<file path="src/rtl/conv_result_collector.sv">
// conv_result_collector
//
// Sits after the packed-pixel convolver. It drops the warm-up words that come
// out before the kernel window is full, counts one frame of result words, and
// buffers them in a first-word-fall-through FIFO. A downstream reader drains
// that FIFO with a valid/ready handshake.
//
// Optional build macro:
//   COLLECTOR_LANE_REVERSE_EN - when defined, pixel lanes are reversed as each
//                               word is pushed, so lane k ends up in lane
//                               LANES-1-k. When undefined, words are stored
//                               unchanged.
//
// Ports:
//   i_clk          clock; all logic on the rising edge
//   i_reset        asynchronous reset, active low
//   i_frame_start  one-cycle pulse; arms collection of a new frame
//   i_data         packed convolver result word
//   i_valid        qualifies i_data, one cycle per word
//   o_data         FIFO head word; 0 while the FIFO is empty
//   o_valid        FIFO is not empty
//   i_ready        reader accepts o_data when o_valid && i_ready
//   o_level        FIFO occupancy
//   o_busy         high while skipping or collecting
//   o_frame_done   one-cycle pulse after the last frame word is counted
//   o_overflow     sticky; a frame word was dropped because the FIFO was full

module conv_result_collector #(
    parameter int unsigned NB_DATA     = 32,
    parameter int unsigned NB_PIXEL    = 8,
    parameter int unsigned SKIP_WORDS  = 3,
    parameter int unsigned FRAME_WORDS = 6,
    parameter int unsigned FIFO_DEPTH  = 4,
    parameter int unsigned NB_LEVEL    = 3
) (
    input  logic                i_clk,
    input  logic                i_reset,
    input  logic                i_frame_start,
    input  logic [NB_DATA-1:0]  i_data,
    input  logic                i_valid,
    output logic [NB_DATA-1:0]  o_data,
    output logic                o_valid,
    input  logic                i_ready,
    output logic [NB_LEVEL-1:0] o_level,
    output logic                o_busy,
    output logic                o_frame_done,
    output logic                o_overflow
);

    localparam int unsigned NB_LANES = NB_DATA / NB_PIXEL;
    localparam int unsigned NB_ADDR  = (FIFO_DEPTH > 1) ? $clog2(FIFO_DEPTH) : 1;
    localparam int unsigned NB_PTR   = NB_ADDR + 1;
    localparam int unsigned NB_SKIP  = (SKIP_WORDS > 0) ? $clog2(SKIP_WORDS + 1) : 1;
    localparam int unsigned NB_FRAME = (FRAME_WORDS > 0) ? $clog2(FRAME_WORDS + 1) : 1;

    typedef enum logic [1:0] {StIdle, StSkip, StCollect, StDone} state_e;

    state_e              state_q;
    logic [NB_SKIP-1:0]  skip_cnt_q;
    logic [NB_FRAME-1:0] frame_cnt_q;
    logic                busy_q;
    logic                done_q;
    logic                overflow_q;

    logic [NB_DATA-1:0]  mem_q [FIFO_DEPTH];
    logic [NB_PTR-1:0]   wptr_q;
    logic [NB_PTR-1:0]   rptr_q;
    logic [NB_PTR-1:0]   level;
    logic                empty;
    logic                full;
    logic                pop;
    logic                frame_word;
    logic                push;
    logic                drop;
    logic                last_skip;
    logic                last_frame;
    logic [NB_DATA-1:0]  push_data;

    // Pointers carry one extra wrap bit, so the difference is the occupancy.
    assign level = wptr_q - rptr_q;
    assign empty = (level == '0);
    assign full  = (level == NB_PTR'(FIFO_DEPTH));
    assign pop   = !empty && i_ready;

    // A frame start in the same cycle wins, and the word is ignored.
    assign frame_word = (state_q == StCollect) && i_valid && !i_frame_start;
    // A full FIFO still accepts a word when a pop frees a slot on the same edge.
    assign push       = frame_word && (!full || pop);
    assign drop       = frame_word && !push;

    assign last_skip  = (32'(skip_cnt_q) + 32'd1 == SKIP_WORDS);
    assign last_frame = (32'(frame_cnt_q) + 32'd1 == FRAME_WORDS);

`ifdef COLLECTOR_LANE_REVERSE_EN
    always_comb begin
        push_data = '0;
        for (int unsigned k = 0; k < NB_LANES; k++) begin
            push_data[(NB_LANES - 1 - k) * NB_PIXEL +: NB_PIXEL] = i_data[k * NB_PIXEL +: NB_PIXEL];
        end
    end
`else
    assign push_data = i_data;
`endif

    // Frame sequencing FSM. Outputs are registered alongside the state.
    always_ff @(posedge i_clk or negedge i_reset) begin
        if (!i_reset) begin
            state_q     <= StIdle;
            skip_cnt_q  <= '0;
            frame_cnt_q <= '0;
            busy_q      <= 1'b0;
            done_q      <= 1'b0;
            overflow_q  <= 1'b0;
        end else begin
            done_q <= 1'b0;
            if (i_frame_start) begin
                // Restart from any state. An active frame is aborted with no
                // done pulse, and the FIFO contents stay readable.
                skip_cnt_q  <= '0;
                frame_cnt_q <= '0;
                overflow_q  <= 1'b0;
                busy_q      <= 1'b1;
                state_q     <= (SKIP_WORDS > 0) ? StSkip : StCollect;
            end else begin
                unique case (state_q)
                    StSkip: begin
                        if (i_valid) begin
                            skip_cnt_q <= skip_cnt_q + 1'b1;
                            if (last_skip) begin
                                state_q <= StCollect;
                            end
                        end
                    end
                    StCollect: begin
                        if (i_valid) begin
                            // Dropped words still count, so frame alignment is kept.
                            frame_cnt_q <= frame_cnt_q + 1'b1;
                            if (drop) begin
                                overflow_q <= 1'b1;
                            end
                            if (last_frame) begin
                                state_q <= StDone;
                                busy_q  <= 1'b0;
                                done_q  <= 1'b1;
                            end
                        end
                    end
                    StIdle, StDone: begin
                    end
                    default: begin
                        state_q <= StIdle;
                        busy_q  <= 1'b0;
                    end
                endcase
            end
        end
    end

    always_ff @(posedge i_clk or negedge i_reset) begin
        if (!i_reset) begin
            wptr_q <= '0;
            rptr_q <= '0;
        end else begin
            if (push) begin
                wptr_q <= wptr_q + 1'b1;
            end
            if (pop) begin
                rptr_q <= rptr_q + 1'b1;
            end
        end
    end

    // Storage needs no reset; o_data is masked while the FIFO is empty.
    always_ff @(posedge i_clk) begin
        if (push) begin
            mem_q[wptr_q[NB_ADDR-1:0]] <= push_data;
        end
    end

    assign o_data       = empty ? '0 : mem_q[rptr_q[NB_ADDR-1:0]];
    assign o_valid      = !empty;
    assign o_level      = NB_LEVEL'(level);
    assign o_busy       = busy_q;
    assign o_frame_done = done_q;
    assign o_overflow   = overflow_q;

endmodule

</file>
<file path="config.mk">
export PLATFORM = sky130hd
export DESIGN_NAME = conv_result_collector
export DESIGN_NICKNAME = d
export VERILOG_FILES = /design/src/rtl/conv_result_collector.sv
export SDC_FILE = /design/constraint.sdc
export NUM_CORES = 1
export LEC_CHECK = 0
export BUFFER_PORTS_ARGS = -buffer_cell sky130_fd_sc_hd__clkbuf_2
export CAP_MARGIN = 20
export CORE_MARGIN = 2
export CORE_UTILIZATION = 50
export CTS_BUF_LIST = sky130_fd_sc_hd__clkbuf_16
export DETAILED_ROUTE_END_ITERATION = 7
export PLACE_DENSITY = 0.73
export RECOVER_POWER = 100
export SETUP_SLACK_MARGIN = 0.2
export SLEW_MARGIN = 20
export SYNTH_ARGS = -nofsm -noshare
export SYNTH_HDL_FRONTEND = slang
export SYNTH_SLANG_ARGS = --single-unit
</file>
<file path="constraint.sdc">
create_clock -name i_clk -period 7.9 [get_ports i_clk]
set_input_delay 0.79 -clock i_clk [delete_from_list [all_inputs] [get_ports i_clk]]
set_output_delay 0.79 -clock i_clk [all_outputs]
set_load 0.005 [all_outputs]
</file>
==> results.cfg, run 1 <==
[grt]
grt_max_degree = 36
antenna_found_initial = 0
grt.total_usage_pct = 17.01
grt_pass1_vias = 2915
grt_pass1_wl_um = 15660
overflow = 0

[pwr]
max-vdd-ir-drop_mv = 0.1881
leakage_nw = 2.323
power_w = 0.002110
pwr_density_cell_nw_per_um2 = 314.9

[route]
drtPass1Iterations = 4
first_iter_violations = 129
wirelength_um = 10040
via_per_inst = 5.360
wl_per_cell_um = 19.12
final_antenna_net_count = 0
drc = 0
via_count = 2814

[timing]
hold_viol_final = 0
tightest_slew_ns = 2.540
fmax_ghz = 0.1867
rsz0062_at_grt = false
skew_ns = 0.005184
min_period_over_period_pct = 67.79
post-route-min-period_ns = 5.355
tns_ns = 0
setup_viol = 0
slew_headroom_pct = -69.44
report.final.slew_viol_count = 169

[run_status]
status = finished, violations left
violations = max-capacitance violations, max-slew violations

[synth]
synthTopCellsByCount = 128 x edfxtp_1, 32 x mux4_2, 24 x and2_4
syn-cell-area_um2 = 5804
syn_inst = 286
ys_async_sr_fraction_pct = 11.11
synth_edf_count = 128
synth_top_cell_by_area = edfxtp_1
yosys.area_share.simple_pct = 7.027
yosys.area.top_type_share_pct = 66.22
ys_seq_elements = 144
synthAdderAreaFrac_pct = 2.285
muxShareOfSynthArea_pct = 12.68
syn_avg_cell_area_um2 = 20.29
synth_top_family_by_area = multiplexers
synth_flop_cell = edfxtp_1
ys_seq_area_share_pct = 73.12
synth.most_common_cell = edfxtp_1
synthXorXnorAreaFrac_pct = 1.487
synth_area_leaders = edfxtp_1 66%, mux4_2 12%, dfrtp_1 6.9%, and2_4 3.6%, ha_1 1.9%
synth_compound_area_share_pct = 1.509
synth_warnings = 0
syn_nets = 333
synth_cell_types = 33

[place]
io_buffers = 75
gp_routability_congestion = 0.7129
place_inst = 493
dpl.hpwl_um = 5837

[clock_network]
cts.path.max_buffers = 2
cts_root_buf = clkbuf_16
h-tree-depth = 4
cts_resized = 0
numCtsBuffers = 17
clkSinkCount = 144
tritoncts = built
clk_latency_ns = 0.41
path_clk_slew_ns = 0.06
ctsHoldBuffers = 0
cts_setup_buffers = 0

[worst_setup_path]
crit_path_start_kind = flop
cp_data_arrival_time_ns = 5.33
cp-end-kind = flop
cp_max_fo = 35
timing_worst_setup_path_type = flop to flop
critical_path_required_ns = 7.87

[cells_and_area]
num-nets-final = 416
diodes = 0
finalNonFillerCells = 525
areaGrowthSynthToFinish_pct = 15.48
n_fill_cell = 886
drive_above_1_share_pct = 30.89

[die]
rows = 39
core_um2 = 11370
ios = 76
dieArea_um2 = 12490
initial_core_util_pct = 51.05
fp.dieH_um = 111.7
die_w_um = 111.7

[run]
cap_violations = 5

[min_path]
hold_class = input pin to asynchronous set/reset pin
==> cells by family (layout without fill, tap and decap cells) <==
group | Yosys count | count (layout)
AO/OA/AOI/OAI | 12 | 12
adder cells (fa/ha/maj) | 10 | 10
flip-flops | 144 | 144
buffers and inverters | 20 | 116
AND/OR/NAND/NOR | 59 | 59
XOR/XNOR | 8 | 8
multiplexers | 33 | 33
==> through the flow <==
stage / cell area [µm²] / util [%] / worst slack (ns) / hold slack, ns
floorplan: 5804 / - / 5.015 / 0.4433
global placement: 6297 / 55.39 / 4.251 / 0.4592
detailed placement: 6297 / 55.39 / 4.206 / 0.4778
CTS: 6820 / 59.99 / 3.747 / 0.3000
global route: 6703 / 58.95 / 2.005 / 0.5111
finish: 6703 / 58.95 / 2.545 / 0.4757
==> worst max-delay path, stage by stage (launching register included) <==
cell and delay, ns:
dfrtp_1 1.46, fa_1 0.64, and3b_1 0.20, a211oi_1 0.65
and2_0 1.95
==> worst paths after layout <==
path                            startpoint           end  slack (ns)  depth (start not counted)
worst max register to register   rptr_q[1]  mem_q[2][25]        2.54                          4
worst min register to register      o_busy        o_busy        0.49                          1
worst max-delay path             rptr_q[1]  mem_q[2][25]        2.54                          4
min in group i_clk                  o_busy        o_busy        0.49                          1
max in group asynchronous          i_reset     rptr_q[0]        6.82                          1
worst min-delay path               i_reset    state_q[1]        0.48                          1
==> power breakdown <==
group	switching [W]	internal, W
clock network	0.000300	0.000397
logic	0.000221	0.000306
registers	0.0000466	0.000839
==> sequential cells by signal, indices dropped and copies added, names as in the netlist <==
register	flops
o_busy	1
mem_q	128
o_overflow	1
wptr_q	3
skip_cnt_q	2
state_q	2
o_frame_done	1
frame_cnt_q	3
rptr_q	3
==> routing by layer <==
metal | global-route usage [%] | wire length (µm) | share of wire (%)
met5 | 0 | 0 | 0
met2 | 27.64 | 5114 | 51
met1 | 21.72 | 4324 | 43
met3 | 6.315 | 523 | 5.2
met4 | 5.021 | 75 | 0.75
==> layout make-up <==
cell class              instances  area [µm²]  share of cell area (%)
flip-flops and latches        144        4245                   63.34
multi-input cells             122        1389                   20.72
clock buffers                  17       425.4                   6.347
repair buffers                 77       340.3                   5.077
well taps                     143       178.9                   2.669
clock inverters                15       97.59                   1.456
inverters                       7       26.28                  0.3920
==> cell usage in the layout, fill, tap and decap left out, types with 2 or more instances in the layout <==
cell        count
o211ai_1        2
nor2_1          9
ha_1            9
inv_1           8
edfxtp_1      128
and3b_1         2
xnor2_1         6
clkinv_4        3
clkbuf_2       38
nand3b_1        2
clkbuf_16      17
and2_2         16
a31oi_1         2
a211oi_1        2
and2_1          2
dfrtp_1        15
clkinv_2        4
clkbuf_1       38
a21oi_1         3
clkinvlp_4      3
nand2_1         5
inv_6           2
clkinv_1        2
mux4_2         32
o21ai_0         2
and2_0         18
No activity file was read; power rests on OpenSTA's default activity.
==> run 2, diff against run 1 <==
- PLACE_DENSITY: 0.73 -> 0.75
- clock period: 7.9 -> 4.6 ns (I/O delays scaled with it)
==> run 2 against run 1 <==
Compared with the run above: the flow still finishes with violations (max-capacitance violations, max-slew violations); sequential share of layout area decreased by 0.90 points; highest routed layer unchanged; core utilization rose by 0.87 points; fmax up 40%; combinational power rose by 80%; sequential power up 65%; via count decreased by 1.4%.
==> results.cfg, run 2 (synthesis results as in run 1) <==
[cells_and_area]
largest_reg_flops = 128
final_cell_mix = 128 x edfxtp_1, 38 x clkbuf_1, 37 x clkbuf_2
mostFrequentLayoutCell = edfxtp_1
areaGrowthSynthToFinish_pct = 17.18
n_fill_cell = 865
num-nets-final = 418
diodes = 0
drive_above_1_share_pct = 29.43

[worst_setup_path]
ff2ff_path_depth = 6
startpoint = wptr_q[0]
cp_data_arrival_time_ns = 3.84
timing_worst_setup_path_type = flop to flop
worstReg2RegEnd = mem_q[3][7]
cp_max_fo = 33
rr_startpoint = wptr_q[0]
critical_path_required_ns = 4.60
cp-end-kind = flop
crit_path_start_kind = flop
r2r_slack_ns = 0.77
crit_path_end = mem_q[3][7]

[place]
io_buffers = 75
gp_routability_congestion = 0.7038
dpl.hpwl_um = 5554

[min_path]
hold_class = input pin to flop

[timing]
rsz0062_at_grt = false
fmax_ghz = 0.2609
hold_viol_final = 0
report.final.slew_viol_count = 133
slew_headroom_pct = -18.30
skew_ns = 0.01195
tightest_slew_ns = 1.774
tns_ns = 0
min_period_over_period_pct = 83.32
setup_viol = 0
post-route-min-period_ns = 3.833
hold_ws_ns = 0.2969

[route]
via_per_inst = 5.268
wl_per_cell_um = 18.15
wirelength_um = 9567
final_antenna_net_count = 0
first_iter_violations = 141
via_count = 2776
drc = 0
drtPass1Iterations = 4

[die]
ios = 76
rows = 39
fp.dieH_um = 111.7
dieArea_um2 = 12490
core_um2 = 11370
initial_core_util_pct = 51.05
die_w_um = 111.7

[grt]
antenna_found_initial = 0
grt.total_usage_pct = 16.10
grt_pass1_vias = 2813
grt_max_degree = 35
grt_pass1_wl_um = 14900
overflow = 0

[clock_network]
cts.path.max_buffers = 2
clkSinkCount = 144
path_clk_slew_ns = 0.07
numCtsBuffers = 17
clk_latency_ns = 0.42
tritoncts = built
h-tree-depth = 4
cts_root_buf = clkbuf_16

[pwr]
pwr_density_cell_nw_per_um2 = 560.7
leakage_nw = 2.375
max-vdd-ir-drop_mv = 0.3705

[run]
cap_violations = 4

[run_status]
status = finished, violations left
violations = max-capacitance violations, max-slew violations
## run 2: changes by cell type in the layout (fill, tap and decap cells not counted), moves of 2 or more
cell	previous run	this run
clkinvlp_4	3	0
inv_8	0	4
bufinv_16	0	2
inv_6	2	6
clkinv_2	4	0
and2_0	18	24
and2_2	16	6
and2_1	2	6
clkinv_1	2	0
buf_4	1	3
## run 2: per-layer routing
layer | vias to the layer above | part of all wire, % | track usage, %
met4 | 0 | 1.3 | 6.173
met3 | 13 | 5.9 | 5.607
met5 | - | 0 | 0
li1 | 1288 | - | -
met2 | 71 | 49 | 25.41
met1 | 1404 | 44 | 20.87
## run 2: worst max-delay path, cell delays in order (launching register included)
cell	delay, ns
dfrtp_1	0.37
inv_1	0.10
ha_1	0.22
fa_1	0.45
and3b_1	0.20
a211oi_1	0.64
and2_1	1.43
## run 2: repair_timing
| item | CTS | global route |
|---|---|---|
| setup endpoints to repair | 0 | 0 |
| gates resized for setup | 0 | 0 |
| hold buffers | 1 | 0 |
| hold endpoints to repair | 16 | 0 |
| setup buffers | 0 | 0 |
## run 2: stage by stage
step	utilization, %	instance area, µm²	power, W	setup WS, ns	cells
final	59.82	6802	0.003814	0.7673	527
after global routing	59.82	6802	0.003988	0.4824	527
after CTS	60.97	6932	0.004001	1.029	527
after detailed placement	55.45	6305	0.002599	1.477	494
after global placement	55.45	6305	0.002595	1.560	494
after floorplan	-	5804	0.002270	1.715	286
## run 2: worst min-delay path by stage
stage,start,depth (start not counted),end,slack (ns)
floorplan,i_reset,0,frame_cnt_q[0],0.16
global route,i_data[10],1,mem_q[2][10],0.29
CTS,i_data[22],1,mem_q[0][22],0.24
detailed placement,i_reset,1,skip_cnt_q[0],0.41
finish,i_data[22],1,mem_q[0][22],0.30
global placement,i_reset,1,skip_cnt_q[1],0.41
## run 2: area by class of cell
cell class              count  area [µm²]  share of cell area, %
flip-flops and latches    144        4247                  62.44
multi-input cells         122        1373                  20.18
clock buffers              17       425.4                  6.255
repair buffers             79       360.3                  5.298
clock inverters            15       191.4                  2.815
well taps                 143       178.9                  2.631
inverters                   7       26.28                 0.3863
## run 2: report_power, final
group | switching (W) | leakage, nW | internal (W) | total [W]
registers | 0.0000152 | 1.34 | 0.00144 | 0.00146
clock network | 0.000579 | 0.304 | 0.000830 | 0.00141
logic | 0.000439 | 0.728 | 0.000508 | 0.000947
